File: src/rtl/motion_alarm_if.sv
// Signal bundle between the PIR alarm controller and its surroundings.
// The master drives enable, acknowledge and sensors; the slave (controller) drives status.
interface motion_alarm_if #(
   parameter int NUM_SENSORS = 3,
   parameter int CNT_W       = 8
);
   logic                   turn;
   logic                   stop_alarm;
   logic [NUM_SENSORS-1:0] pir_sensor;
   logic                   alarm;
   logic                   armed;
   logic [NUM_SENSORS-1:0] zone_mask;
   logic [CNT_W-1:0]       alarm_count;
   logic [2:0]             state;

   modport master (
      output turn, stop_alarm, pir_sensor,
      input  alarm, armed, zone_mask, alarm_count, state
   );

   modport slave (
      input  turn, stop_alarm, pir_sensor,
      output alarm, armed, zone_mask, alarm_count, state
   );
endinterface

File: src/rtl/motion_alarm_ctrl.sv
// PIR motion alarm sequencer: arm delay, debounced detection, latched alarm, cooldown.
// Reports the zones that triggered the last alarm and a saturating alarm count.
//
//  state     | meaning
//  ----------+---------------------------------------------------------------
//  OFF       | system disabled, waits for turn
//  ARMING    | arm delay running, sensors ignored
//  ARMED     | watching synced sensors
//  DETECT    | sensor high, debounce in progress
//  ALARM     | alarm latched until stop_alarm
//  COOLDOWN  | post-alarm hold-off, sensors and stop_alarm ignored
module motion_alarm_ctrl #(
   parameter int NUM_SENSORS     = 3,
   parameter int ARM_DELAY       = 8,
   parameter int DEBOUNCE_CYCLES = 4,
   parameter int COOLDOWN_CYCLES = 16,
   parameter int CNT_W           = 8,
   parameter int TIMER_W         = 16
) (
   input  logic           clk,
   input  logic           rst_n,
   motion_alarm_if.slave  ctrl_if
);

   typedef enum logic [2:0] {
      ST_OFF      = 3'd0,
      ST_ARMING   = 3'd1,
      ST_ARMED    = 3'd2,
      ST_DETECT   = 3'd3,
      ST_ALARM    = 3'd4,
      ST_COOLDOWN = 3'd5
   } state_e;

   // Timers count down to zero; load values are "edges remaining minus one".
   localparam logic [TIMER_W-1:0] ARM_LOAD  = TIMER_W'(ARM_DELAY - 1);
   localparam logic [TIMER_W-1:0] COOL_LOAD = TIMER_W'(COOLDOWN_CYCLES - 1);
   localparam logic [TIMER_W-1:0] DEB_LOAD  =
      TIMER_W'((DEBOUNCE_CYCLES > 1) ? (DEBOUNCE_CYCLES - 2) : 0);

   state_e                 state_q, state_d;
   logic [TIMER_W-1:0]     timer_q, timer_d;
   logic [NUM_SENSORS-1:0] sync1_q, sync2_q;
   logic [NUM_SENSORS-1:0] zone_q, zone_d;
   logic [CNT_W-1:0]       count_q, count_d;
   logic                   any_s;
   logic                   enter_alarm;

   assign any_s = |sync2_q;

   always_ff @(posedge clk or negedge rst_n) begin
      if (!rst_n) begin
         state_q <= ST_OFF;
         timer_q <= '0;
         sync1_q <= '0;
         sync2_q <= '0;
         zone_q  <= '0;
         count_q <= '0;
      end else begin
         state_q <= state_d;
         timer_q <= timer_d;
         sync1_q <= ctrl_if.pir_sensor;
         sync2_q <= sync1_q;
         zone_q  <= zone_d;
         count_q <= count_d;
      end
   end

   always_comb begin
      state_d     = state_q;
      timer_d     = timer_q;
      zone_d      = zone_q;
      count_d     = count_q;
      enter_alarm = 1'b0;

      if (!ctrl_if.turn) begin
         state_d = ST_OFF;
         timer_d = '0;
      end else begin
         case (state_q)
            ST_OFF: begin
               state_d = ST_ARMING;
               timer_d = ARM_LOAD;
            end
            ST_ARMING: begin
               if (timer_q == '0) state_d = ST_ARMED;
               else               timer_d = timer_q - TIMER_W'(1);
            end
            ST_ARMED: begin
               if (any_s) begin
                  if (DEBOUNCE_CYCLES == 1) begin
                     enter_alarm = 1'b1;
                  end else begin
                     state_d = ST_DETECT;
                     timer_d = DEB_LOAD;
                  end
               end
            end
            ST_DETECT: begin
               if (!any_s)              state_d = ST_ARMED;
               else if (timer_q == '0)  enter_alarm = 1'b1;
               else                     timer_d = timer_q - TIMER_W'(1);
            end
            ST_ALARM: begin
               if (ctrl_if.stop_alarm) begin
                  state_d = ST_COOLDOWN;
                  timer_d = COOL_LOAD;
               end
            end
            ST_COOLDOWN: begin
               if (timer_q == '0) state_d = ST_ARMED;
               else               timer_d = timer_q - TIMER_W'(1);
            end
            default: begin
               state_d = ST_OFF;
               timer_d = '0;
            end
         endcase
      end

      if (enter_alarm) begin
         state_d = ST_ALARM;
         zone_d  = sync2_q;
         if (count_q != '1) count_d = count_q + CNT_W'(1);
      end
   end

   assign ctrl_if.alarm       = (state_q == ST_ALARM);
   assign ctrl_if.armed       = (state_q == ST_ARMED) || (state_q == ST_DETECT);
   assign ctrl_if.state       = state_q;
   assign ctrl_if.zone_mask   = zone_q;
   assign ctrl_if.alarm_count = count_q;

endmodule
File: src/flat_wrapper.sv
// flat-port wrapper written by rule: the top's interface ports become plain ports
module motion_alarm_ctrl_flat 
#(
   parameter int NUM_SENSORS     = 3,
   parameter int ARM_DELAY       = 8,
   parameter int DEBOUNCE_CYCLES = 4,
   parameter int COOLDOWN_CYCLES = 16,
   parameter int CNT_W           = 8,
   parameter int TIMER_W         = 16
)
  (clk, rst_n, ctrl_if_turn, ctrl_if_stop_alarm, ctrl_if_pir_sensor, ctrl_if_alarm, ctrl_if_armed, ctrl_if_zone_mask, ctrl_if_alarm_count, ctrl_if_state);
  motion_alarm_if #(.NUM_SENSORS(NUM_SENSORS), .CNT_W(CNT_W)) ctrl_if_i ();
  input  logic clk;
  input  logic rst_n;
  input wire logic [$bits(ctrl_if_i.turn)-1:0] ctrl_if_turn;
  input wire logic [$bits(ctrl_if_i.stop_alarm)-1:0] ctrl_if_stop_alarm;
  input wire logic [$bits(ctrl_if_i.pir_sensor)-1:0] ctrl_if_pir_sensor;
  output wire logic [$bits(ctrl_if_i.alarm)-1:0] ctrl_if_alarm;
  output wire logic [$bits(ctrl_if_i.armed)-1:0] ctrl_if_armed;
  output wire logic [$bits(ctrl_if_i.zone_mask)-1:0] ctrl_if_zone_mask;
  output wire logic [$bits(ctrl_if_i.alarm_count)-1:0] ctrl_if_alarm_count;
  output wire logic [$bits(ctrl_if_i.state)-1:0] ctrl_if_state;
  assign ctrl_if_i.turn = ctrl_if_turn;
  assign ctrl_if_i.stop_alarm = ctrl_if_stop_alarm;
  assign ctrl_if_i.pir_sensor = ctrl_if_pir_sensor;
  assign ctrl_if_alarm = ctrl_if_i.alarm;
  assign ctrl_if_armed = ctrl_if_i.armed;
  assign ctrl_if_zone_mask = ctrl_if_i.zone_mask;
  assign ctrl_if_alarm_count = ctrl_if_i.alarm_count;
  assign ctrl_if_state = ctrl_if_i.state;
  motion_alarm_ctrl #(.NUM_SENSORS(NUM_SENSORS), .ARM_DELAY(ARM_DELAY), .DEBOUNCE_CYCLES(DEBOUNCE_CYCLES), .COOLDOWN_CYCLES(COOLDOWN_CYCLES), .CNT_W(CNT_W), .TIMER_W(TIMER_W)) u_core (.clk(clk), .rst_n(rst_n), .ctrl_if(ctrl_if_i));
endmodule
File: config.mk
export PLATFORM = sky130hd
export DESIGN_NAME = motion_alarm_ctrl_flat
export DESIGN_NICKNAME = d
export VERILOG_FILES = /design/src/rtl/motion_alarm_if.sv /design/src/rtl/motion_alarm_ctrl.sv /design/src/flat_wrapper.sv
export SDC_FILE = /design/constraint.sdc
export NUM_CORES = 1
export LEC_CHECK = 0
export CORE_ASPECT_RATIO = 1.25
export CORE_MARGIN = 4
export CORE_UTILIZATION = 51
export CTS_BUF_LIST = sky130_fd_sc_hd__clkbuf_2
export CTS_CLUSTER_DIAMETER = 80
export DETAILED_ROUTE_END_ITERATION = 16
export HOLD_SLACK_MARGIN = 0.12
export MAX_ROUTING_LAYER = met4
export PLACE_DENSITY = 0.76
export SLEW_MARGIN = 10
export SYNTH_ARGS = -nofsm -noshare
export SYNTH_HDL_FRONTEND = slang
export SYNTH_SLANG_ARGS = --single-unit
File: constraint.sdc
create_clock -name clk -period 2.3 [get_ports clk]
set_input_delay 0.46 -clock clk [delete_from_list [all_inputs] [get_ports clk]]
set_output_delay 0.46 -clock clk [all_outputs]
set_load 0.02 [all_outputs]
==> PnR_summary.wiki, run 1 <==
{| class="wikitable"
! Metric !! Value
|-
| Floorplan Core Area || about 3500 um2
|-
| Final layout net count || 239
|-
| Number of pins exceeding their max-slew limit in the final report || 0
|-
| Clock Latency Late Sink || 0.39 ns
|-
| Die W || 61.8 um
|-
| Final-report hold violation count || 0
|-
| Wire length of the first global-routing pass || 7300 um
|-
| Area share of fa/ha/maj cells after synthesis || 1.35%
|-
| Total of flip-flops plus latches after synthesis || 36
|-
| Sequential area share after synthesis || roughly 49%
|-
| Worst min-delay path category || reg -> reg
|-
| Mapped Nets || 191
|-
| IO Pins || 23
|-
| Critical path peak fanout || 4
|-
| Peak ir drop on the vdd network || a little under 0.0009 V
|-
| Multiplexer fraction of the synthesized cell area || 4.20%
|-
| Number of instances in the synthesized netlist || around 180
|-
| Sum of overflow across all layers after global routing || 0
|-
| Unrepaired setup endpoints after global routing || true
|-
| Via count of the routed design || 1,647
|-
| Combinational share of power || 57.1%
|-
| Smallest setup slack after layout || 0.00216 ns
|-
| Cts bufs inserted || 5
|-
| Starting DRC count in detailed routing || 124
|-
| Type of the setup path with the least slack || reg -> reg
|-
| Depth of the CTS H-tree || 2
|-
| Main combinational cell family by area after synthesis || simple AND/OR/NAND/NOR gates
|-
| Largest stage delay, worst path || 0.59 ns
|-
| Overall track demand over capacity in global routing || 21.8%
|-
| Leakage power figure || 1.10 nW
|-
| Arrival time worst endpoint || ~2.6 ns
|-
| Critical-path cell list || or3_4, or3_4, or4_4, nor2_2, mux2_2
|-
| Ant. Diodes || 0
|-
| Complex-gate fraction of the synthesized area || 12.8%
|-
| Slowest CP cell || sky130_fd_sc_hd__or4_4
|-
| Layout cell share with drive strength beyond 1 || 22.5%
|-
| DRC violations left || 0
|-
| WL per Instance || 16.7 um
|-
| Switch share || roughly 43%
|-
| Number of global-route vias before repair || about 1,700
|-
| Post-synth top flop || sky130_fd_sc_hd__dfrtp_1
|-
| Clock Sink Count || 36
|-
| Clock tree buffer depth || 2
|-
| Nature of the critical path startpoint || flip-flop
|-
| Simple-gate area share of the yosys netlist || 25.0%
|-
| Async set-or-reset flop fraction in the synthesized netlist || between 90% and 100%
|-
| Mean number of vias per cell || 6.10
|-
| Total power after layout || 0.00273 W
|-
| Post-CTS Hold Fix Bufs || 0
|-
| Total Routed Length || 4500 um
|-
| Number of buffers inserted by port buffering || 22
|-
| Worst Skew || 0.0257 ns
|-
| CP Data Required Time || 2.60 ns
|-
| Final count of negative-setup-slack endpoints || 0
|-
| 1st-pass router iterations || 4
|-
| Total area of multi-input combinational cells || 946 um2
|-
| Floorplan die area || 4660 um2
|-
| Nature of the critical path endpoint || flip-flop
|-
| Xor and xnor area share after synthesis || 5.21%
|-
| Fillers || 282
|-
| Utilization of the core after routing || 68.0%
|-
| Cell chosen for the clock root || sky130_fd_sc_hd__clkbuf_2
|-
| Number of enable-type register cells in the synthesized netlist || 0
|-
| TritonCTS clock tree || done
|-
| Net switching power || 0.00118 W
|-
| Final period utilization || 99.9%
|-
| Sequential fraction of design power || 32.2%
|-
| Cell occurring most often along the worst timing path || sky130_fd_sc_hd__or3_4
|-
| Internal power || 0.00155 W
|-
| Antenna violation net count after detailed routing || 0
|-
| Tmin final || about 2.3 ns
|-
| F_max || 435 MHz
|-
| Number of core rows || 24
|-
| Clock slew seen by the registers of the worst setup and hold paths || 0.19 ns
|-
| Max-cap violations || 0
|-
| Syn Std Cell Area || ~1800 um2
|-
| Initial antenna violation count || 0
|-
| Post-Place Worst Slack || -0.0458 ns
|-
| Share of total power in the clock network || between 10% and 20%
|-
| Maximum number of pins on one net before global-route repair || 37
|-
| Warnings, synthesis || 0
|-
| Outcome || completed
|-
| Actual slew at the worst max-slew pin || approximately 0.47 ns
|-
| Floorplan die height || 75.3 um
|-
| Slew margin rel. || ~68%
|-
| Library cells used by synthesis || 48
|-
| Last weighted congestion value of the routability-driven placer || between 1 and 1.5
|-
| Detailed Place HPWL || 3220 um
|-
| Final-layout worst hold slack || 0.371 ns
|-
| Area delta synth->final || 28.2%
|-
| Register cell area after layout || 902 um2
|-
| Cell Pwr Density || 1150 nW/um2
|-
| Average cell area after synthesis || 10.2 um2
|-
| Initial Util || 53.1%
|}
worst max-delay path: cells and delay by family, from the launching register on:
family           cells  cell delay, ns
flip-flops           1            0.43
multiplexers         1            0.33
AND/OR/NAND/NOR      4            1.45
cell usage after synthesis (2+ instances only):
cell | instances | area (um2)
sky130_fd_sc_hd__a21oi_1 | 3 | 15.0
sky130_fd_sc_hd__a22o_1 | 5 | 43.8
sky130_fd_sc_hd__and2_1 | 2 | 12.5
sky130_fd_sc_hd__and3_1 | 2 | 12.5
sky130_fd_sc_hd__clkbuf_1 | 4 | 15.0
sky130_fd_sc_hd__dfrtp_1 | 36 | 901
sky130_fd_sc_hd__ha_1 | 2 | 25.0
sky130_fd_sc_hd__inv_1 | 5 | 18.8
sky130_fd_sc_hd__mux2_1 | 2 | 22.5
sky130_fd_sc_hd__mux2_2 | 4 | 45.0
sky130_fd_sc_hd__nand2_1 | 13 | 48.8
sky130_fd_sc_hd__nand2b_1 | 4 | 25.0
sky130_fd_sc_hd__nand3_1 | 4 | 20.0
sky130_fd_sc_hd__nand3b_1 | 2 | 15.0
sky130_fd_sc_hd__nand4_1 | 6 | 37.5
sky130_fd_sc_hd__nand4b_1 | 2 | 17.5
sky130_fd_sc_hd__nor2_1 | 20 | 75.1
sky130_fd_sc_hd__nor2b_1 | 2 | 12.5
sky130_fd_sc_hd__nor3_1 | 6 | 30.0
sky130_fd_sc_hd__nor4_1 | 5 | 31.3
sky130_fd_sc_hd__o21ai_0 | 10 | 50.1
sky130_fd_sc_hd__o22ai_1 | 3 | 18.8
sky130_fd_sc_hd__o31ai_1 | 2 | 15.0
sky130_fd_sc_hd__o41ai_1 | 2 | 17.5
sky130_fd_sc_hd__or3_1 | 2 | 12.5
sky130_fd_sc_hd__or4_1 | 3 | 22.5
sky130_fd_sc_hd__xnor2_1 | 3 | 26.3
sky130_fd_sc_hd__xor2_1 | 8 | 70.1
path summary, 6_finish.rpt:
kind / from / endpoint / slack (ns) / depth (start not counted)
worst max-delay path: u_core.timer_q[3]$_DFFE_PN0P_ / u_core.ctrl_if.alarm_count[6]$_DFFE_PN0P_ / 0.002 / 5
worst min-delay path: u_core.sync1_q[0]$_DFF_PN0_ / u_core.sync2_q[0]$_DFF_PN0_ / 0.37 / 0
worst max register to register: u_core.timer_q[3]$_DFFE_PN0P_ / u_core.ctrl_if.alarm_count[6]$_DFFE_PN0P_ / 0.002 / 5
worst min register to register: u_core.sync1_q[0]$_DFF_PN0_ / u_core.sync2_q[0]$_DFF_PN0_ / 0.37 / 0
max in group asynchronous: rst_n / u_core.ctrl_if.state[1]$_DFFE_PN0P_ / 1.51 / 2
min in group asynchronous: rst_n / u_core.ctrl_if.alarm_count[4]$_DFFE_PN0P_ / 0.45 / 2
layer usage:
| metal | vias to the layer above | GRT usage [%] | wire, um |
|---|---|---|---|
| li1 | 765 | - | - |
| met5 | - | - | 0 |
| met4 | 0 | 7.55 | 83 |
| met2 | 52 | 35.5 | 2290 |
| met3 | 11 | 7.12 | 260 |
| met1 | 819 | 25.1 | 1860 |
sequential cells by signal (all words and copies together) (netlist names):
name                        cells
u_core.timer_q                 16
u_core.ctrl_if.alarm_count      8
u_core.ctrl_if.zone_mask        3
u_core.sync1_q                  3
u_core.ctrl_if.state            3
u_core.sync2_q                  3
layout make-up:
class / instances / share of cell area [%]
timing repair buffer: 47 / 17.3
tap: 39 / 2.06
multi-input combinational: 135 / 39.9
clock inverter: 3 / 0.792
clock buffer: 5 / 1.06
sequential: 36 / 38.1
inverter: 5 / 0.792
repair_timing:
action,4_1_cts,5_1_grt
endpoints found under the setup margin,1,15
buffers inserted,0,2
resized for setup,3,11
pin swaps,0,5
power by group through the flow:
stage / sequential [W] / clock, W / combinational, W
6_report: 0.000880 / 0.000290 / 0.00156
5_1_grt: 0.000896 / 0.000329 / 0.00168
4_1_cts: 0.000864 / 0.000302 / 0.00145
2_1_floorplan: 0.000898 / 0 / 0.000841
3_5_place_dp: 0.000872 / 0 / 0.00144
3_3_place_gp: 0.000859 / 0 / 0.00140
stage by stage:
stage | TNS (ns) | area [um2] | cells
finish | 0 | 2370 | 270
CTS | 0 | 2300 | 268
global placement | 0 | 2260 | 260
detailed placement | -0.242 | 2260 | 260
global route | -0.0646 | 2370 | 270
floorplan | -0.301 | 1850 | 182
logic make-up after synthesis:
| family | Yosys count |
|---|---|
| xor+xnor | 11 |
| flops | 36 |
| buf+inv | 11 |
| simple gates | 81 |
| mux | 7 |
| fa+ha+maj | 2 |
| compound gates | 34 |
layout by cell type (no fill, tap or decap), types with 4 or more instances in the layout:
cell type / Yosys / layout
sky130_fd_sc_hd__dfrtp_1: 36 / 35
sky130_fd_sc_hd__buf_4: 0 / 24
sky130_fd_sc_hd__clkdlybuf4s50_1: 0 / 21
sky130_fd_sc_hd__nor2_1: 20 / 16
sky130_fd_sc_hd__nand2_1: 13 / 13
sky130_fd_sc_hd__o21ai_0: 10 / 10
sky130_fd_sc_hd__xor2_1: 8 / 8
sky130_fd_sc_hd__nor3_1: 6 / 6
sky130_fd_sc_hd__nand4_1: 6 / 6
sky130_fd_sc_hd__inv_1: 5 / 5
sky130_fd_sc_hd__a22o_1: 5 / 5
sky130_fd_sc_hd__clkbuf_2: 0 / 5
sky130_fd_sc_hd__nand3_1: 4 / 4
sky130_fd_sc_hd__nand2b_1: 4 / 4
sky130_fd_sc_hd__mux2_2: 4 / 4
(Power assumes the default switching activity.)
==> inputs of run 2 (changes only) <==
- SLEW_MARGIN: 10 -> not set
==> results of run 2 <==
No change in the layout: final DEF, timing and power equal those of run 1.
==> inputs of run 3 (changes only) <==
==> constraint.sdc (replaced) <==
create_clock -name clk -period 2.3 [get_ports clk]
set_input_delay 0.23 -clock clk [delete_from_list [all_inputs] [get_ports clk]]
set_output_delay 0.23 -clock clk [all_outputs]
set_load 0.02 [all_outputs]
==> run 3 against run 2 <==
The flow now finishes with violations (negative setup slack). Clock power about the same. Power increased by 0.94%. Combinational power about the same. Clock skew decreased by 0.010 ns. Maximum frequency decreased by 0.35%. Non-clock buffer count decreased by 2. Cell area decreased by 0.84%. Routed wire length decreased by 2.4%.
==> PnR_summary.wiki, run 3 (synthesized netlist as in run 1, its figures left out) <==
{| class="wikitable"
! Metric !! Value
|-
| Outcome || finished, violations left
|-
| Violations in the final reports || negative setup slack
|-
| Worst min-delay path category || in -> async
|-
| Maximum number of pins on one net before global-route repair || 37 (unchanged)
|-
| Final-report hold violation count || 0 (unchanged)
|-
| Number of pins exceeding their max-slew limit in the final report || 0 (unchanged)
|-
| Cell occurring most often along the worst timing path || sky130_fd_sc_hd__or3_4
|-
| Starting DRC count in detailed routing || 121 (-2.4%)
|-
| Peak ir drop on the vdd network || 0.000721 V (-17%)
|-
| Clock slew seen by the registers of the worst setup and hold paths || 0.19 ns (about the same)
|-
| Die W || 61.8 um (unchanged)
|-
| Floorplan die area || 4660 um2 (unchanged)
|-
| Worst reg2reg startpoint || u_core.timer_q[3]$_DFFE_PN0P_
|-
| Start point of the critical path || u_core.timer_q[3]$_DFFE_PN0P_
|-
| Antenna violation net count after detailed routing || 0 (unchanged)
|-
| Worst Reg-to-Reg Cells || 5 (unchanged)
|-
| IO Pins || 23 (unchanged)
|-
| Critical path capture point || u_core.ctrl_if.zone_mask[1]$_DFFE_PN0P_
|-
| TritonCTS clock tree || done
|-
| Final count of negative-setup-slack endpoints || 2 (+2)
|-
| Area delta synth->final || 27.1%
|-
| Ant. Diodes || 0 (unchanged)
|-
| Number of global-route vias before repair || 1,597 (-3.3%)
|-
| Biggest register || u_core.timer_q
|-
| Final period utilization || 100% (+0.35 points)
|-
| Post-CTS Hold Fix Bufs || 0 (unchanged)
|-
| Overall track demand over capacity in global routing || 22.2% (+0.36 points)
|-
| Global routing usage on met1 || 25.7% (+0.63 points)
|-
| Initial Util || 53.1% (unchanged)
|-
| RR Endpoint || u_core.ctrl_if.zone_mask[1]$_DFFE_PN0P_
|-
| Clock Latency Late Sink || 0.39 ns (about the same)
|-
| Smallest setup slack after layout || -0.00582 ns (-0.00798 ns)
|-
| Nature of the critical path startpoint || flip-flop
|-
| Final layout net count || 237 (-0.84%)
|-
| Initial antenna violation count || 0 (unchanged)
|-
| Number of buffers inserted by port buffering || 22 (unchanged)
|-
| Last weighted congestion value of the routability-driven placer || 0.964 (-5.0%)
|-
| Final instance count without filler cells || 268 (-0.74%)
|-
| DRC violations left || 0 (unchanged)
|-
| Leakage power figure || 1.08 nW (-1.3%)
|-
| Actual slew at the worst max-slew pin || 0.477 ns (+0.00955 ns)
|-
| Clock Sink Count || 36 (unchanged)
|-
| Slowest CP cell || sky130_fd_sc_hd__or4_4
|-
| Critical path peak fanout || 7 (+3)
|-
| Cell Pwr Density || 1170 nW/um2 (+1.8%)
|-
| Total Routed Length || 4390 um (-2.4%)
|-
| Max-cap violations || 0 (unchanged)
|-
| GR met2 Demand/Resource || 35.6% (+0.12 points)
|-
| Number of core rows || 24 (unchanged)
|-
| Mean number of vias per cell || 6.16 (+0.93%)
|-
| Fillers || 273 (-3.2%)
|-
| Critical-path cell list || or3_4, or3_4, or4_4, buf_4, mux2_2
|-
| Met3 usage in global routing || 5.76% (-1.4 points)
|-
| Most frequent standard cell in the layout excluding fill and tap cells || sky130_fd_sc_hd__dfrtp_1
|-
| Detailed Place HPWL || 3160 um (-1.8%)
|-
| Utilization of the core after routing || 67.5% (-0.57 points)
|-
| Layout cell share with drive strength beyond 1 || 21.4% (-1.1 points)
|-
| Sum of overflow across all layers after global routing || 0 (unchanged)
|-
| Most used cells in the layout excluding fill and tap cells || sky130_fd_sc_hd__dfrtp_1, sky130_fd_sc_hd__buf_4, sky130_fd_sc_hd__clkdlybuf4s50_1, sky130_fd_sc_hd__nor2_1, sky130_fd_sc_hd__nand2_1
|-
| Floorplan die height || 75.3 um (unchanged)
|-
| Unrepaired setup endpoints after global routing || true
|-
| Tmin final || 2.31 ns (+0.00798 ns)
|-
| Clock tree buffer depth || 2 (unchanged)
|-
| Worst reg2reg setup slack || -0.006 ns (about the same)
|-
| Cell chosen for the clock root || sky130_fd_sc_hd__clkbuf_2
|-
| Largest stage delay, worst path || 0.58 ns (about the same)
|-
| CP Data Required Time || 2.60 ns (about the same)
|-
| Number of instances in the placed design || 257 (-1.2%)
|-
| Cts bufs inserted || 5 (unchanged)
|-
| Arrival time worst endpoint || 2.61 ns (about the same)
|-
| Depth of the CTS H-tree || 2 (unchanged)
|-
| 1st-pass router iterations || 4 (unchanged)
|-
| Via count of the routed design || 1,650 (+0.18%)
|-
| F_max || 434 MHz (-0.35%)
|-
| Slew margin rel. || 67.7% (-0.76 points)
|-
| Nature of the critical path endpoint || flip-flop
|-
| WL per Instance || 16.4 um (-1.7%)
|-
| Worst Skew || 0.0155 ns (-0.0101 ns)
|-
| Type of the setup path with the least slack || reg -> reg
|-
| Flip-flop count of the largest register after layout || 16 (unchanged)
|-
| Top Usage Layer GRT || met2
|-
| Wire length of the first global-routing pass || 7340 um (+0.56%)
|-
| Floorplan Core Area || 3480 um2 (unchanged)
|}
## run 3: report_power, final
part           total, W  internal (W)  switching (W)
Clock          0.000293     0.0000735       0.000220
Sequential     0.000883      0.000751       0.000132
Combinational   0.00158      0.000729       0.000851
Total           0.00276       0.00155        0.00120
## run 3: worst min path at each step
stage / start / to / slack [ns] / cells after the start
2_1_floorplan: rst_n / u_core.ctrl_if.alarm_count[0]$_DFFE_PN0P_ / -0.07 / 0
3_3_place_gp: u_core.sync1_q[1]$_DFF_PN0_ / u_core.sync2_q[1]$_DFF_PN0_ / 0.33 / 0
3_5_place_dp: u_core.sync1_q[2]$_DFF_PN0_ / u_core.sync2_q[2]$_DFF_PN0_ / 0.33 / 0
4_1_cts: rst_n / u_core.ctrl_if.alarm_count[2]$_DFFE_PN0P_ / 0.21 / 2
5_1_grt: rst_n / u_core.ctrl_if.alarm_count[2]$_DFFE_PN0P_ / 0.18 / 2
6_report: rst_n / u_core.ctrl_if.alarm_count[2]$_DFFE_PN0P_ / 0.22 / 2
## run 3: metal layers
layer	wire, um	part of all wire, %
met1	1740	40
met2	2250	51
met3	281	6.4
met4	114	2.6
met5	0	0
## run 3: cell type report
type	count	area [um2]	share of cell area (%)
timing repair buffer	45	393	16.7
multi-input combinational	135	945	40.2
clock buffer	5	25.0	1.06
tap	39	48.8	2.08
inverter	5	18.8	0.799
sequential	36	901	38.3
clock inverter	3	18.8	0.799
## run 3: metrics by stage
stage / setup WS [ns] / setup TNS, ns / instance area, um2 / hold slack, ns / power, W
2_1_floorplan: -0.106 / -0.301 / 1850 / -0.0656 / 0.00174
3_3_place_gp: 0.0957 / 0 / 2240 / 0.335 / 0.00225
3_5_place_dp: 0.0426 / 0 / 2240 / 0.335 / 0.00231
4_1_cts: 0.0192 / 0 / 2280 / 0.214 / 0.00261
5_1_grt: -0.0404 / -0.121 / 2350 / 0.182 / 0.00297
6_report: -0.00582 / -0.00821 / 2350 / 0.216 / 0.00276
## run 3: worst max-delay path, delay by kind of cell (launching register included)
family	cells	cell delay [ns]
DFF	1	0.43
and+or+nand+nor	3	1.32
buffers and inverters	1	0.19
muxes	1	0.28
## run 3: repair_timing
item	CTS	global route
gates resized for setup	0	10
endpoints found under the setup margin	0	16
setup buffers	0	3
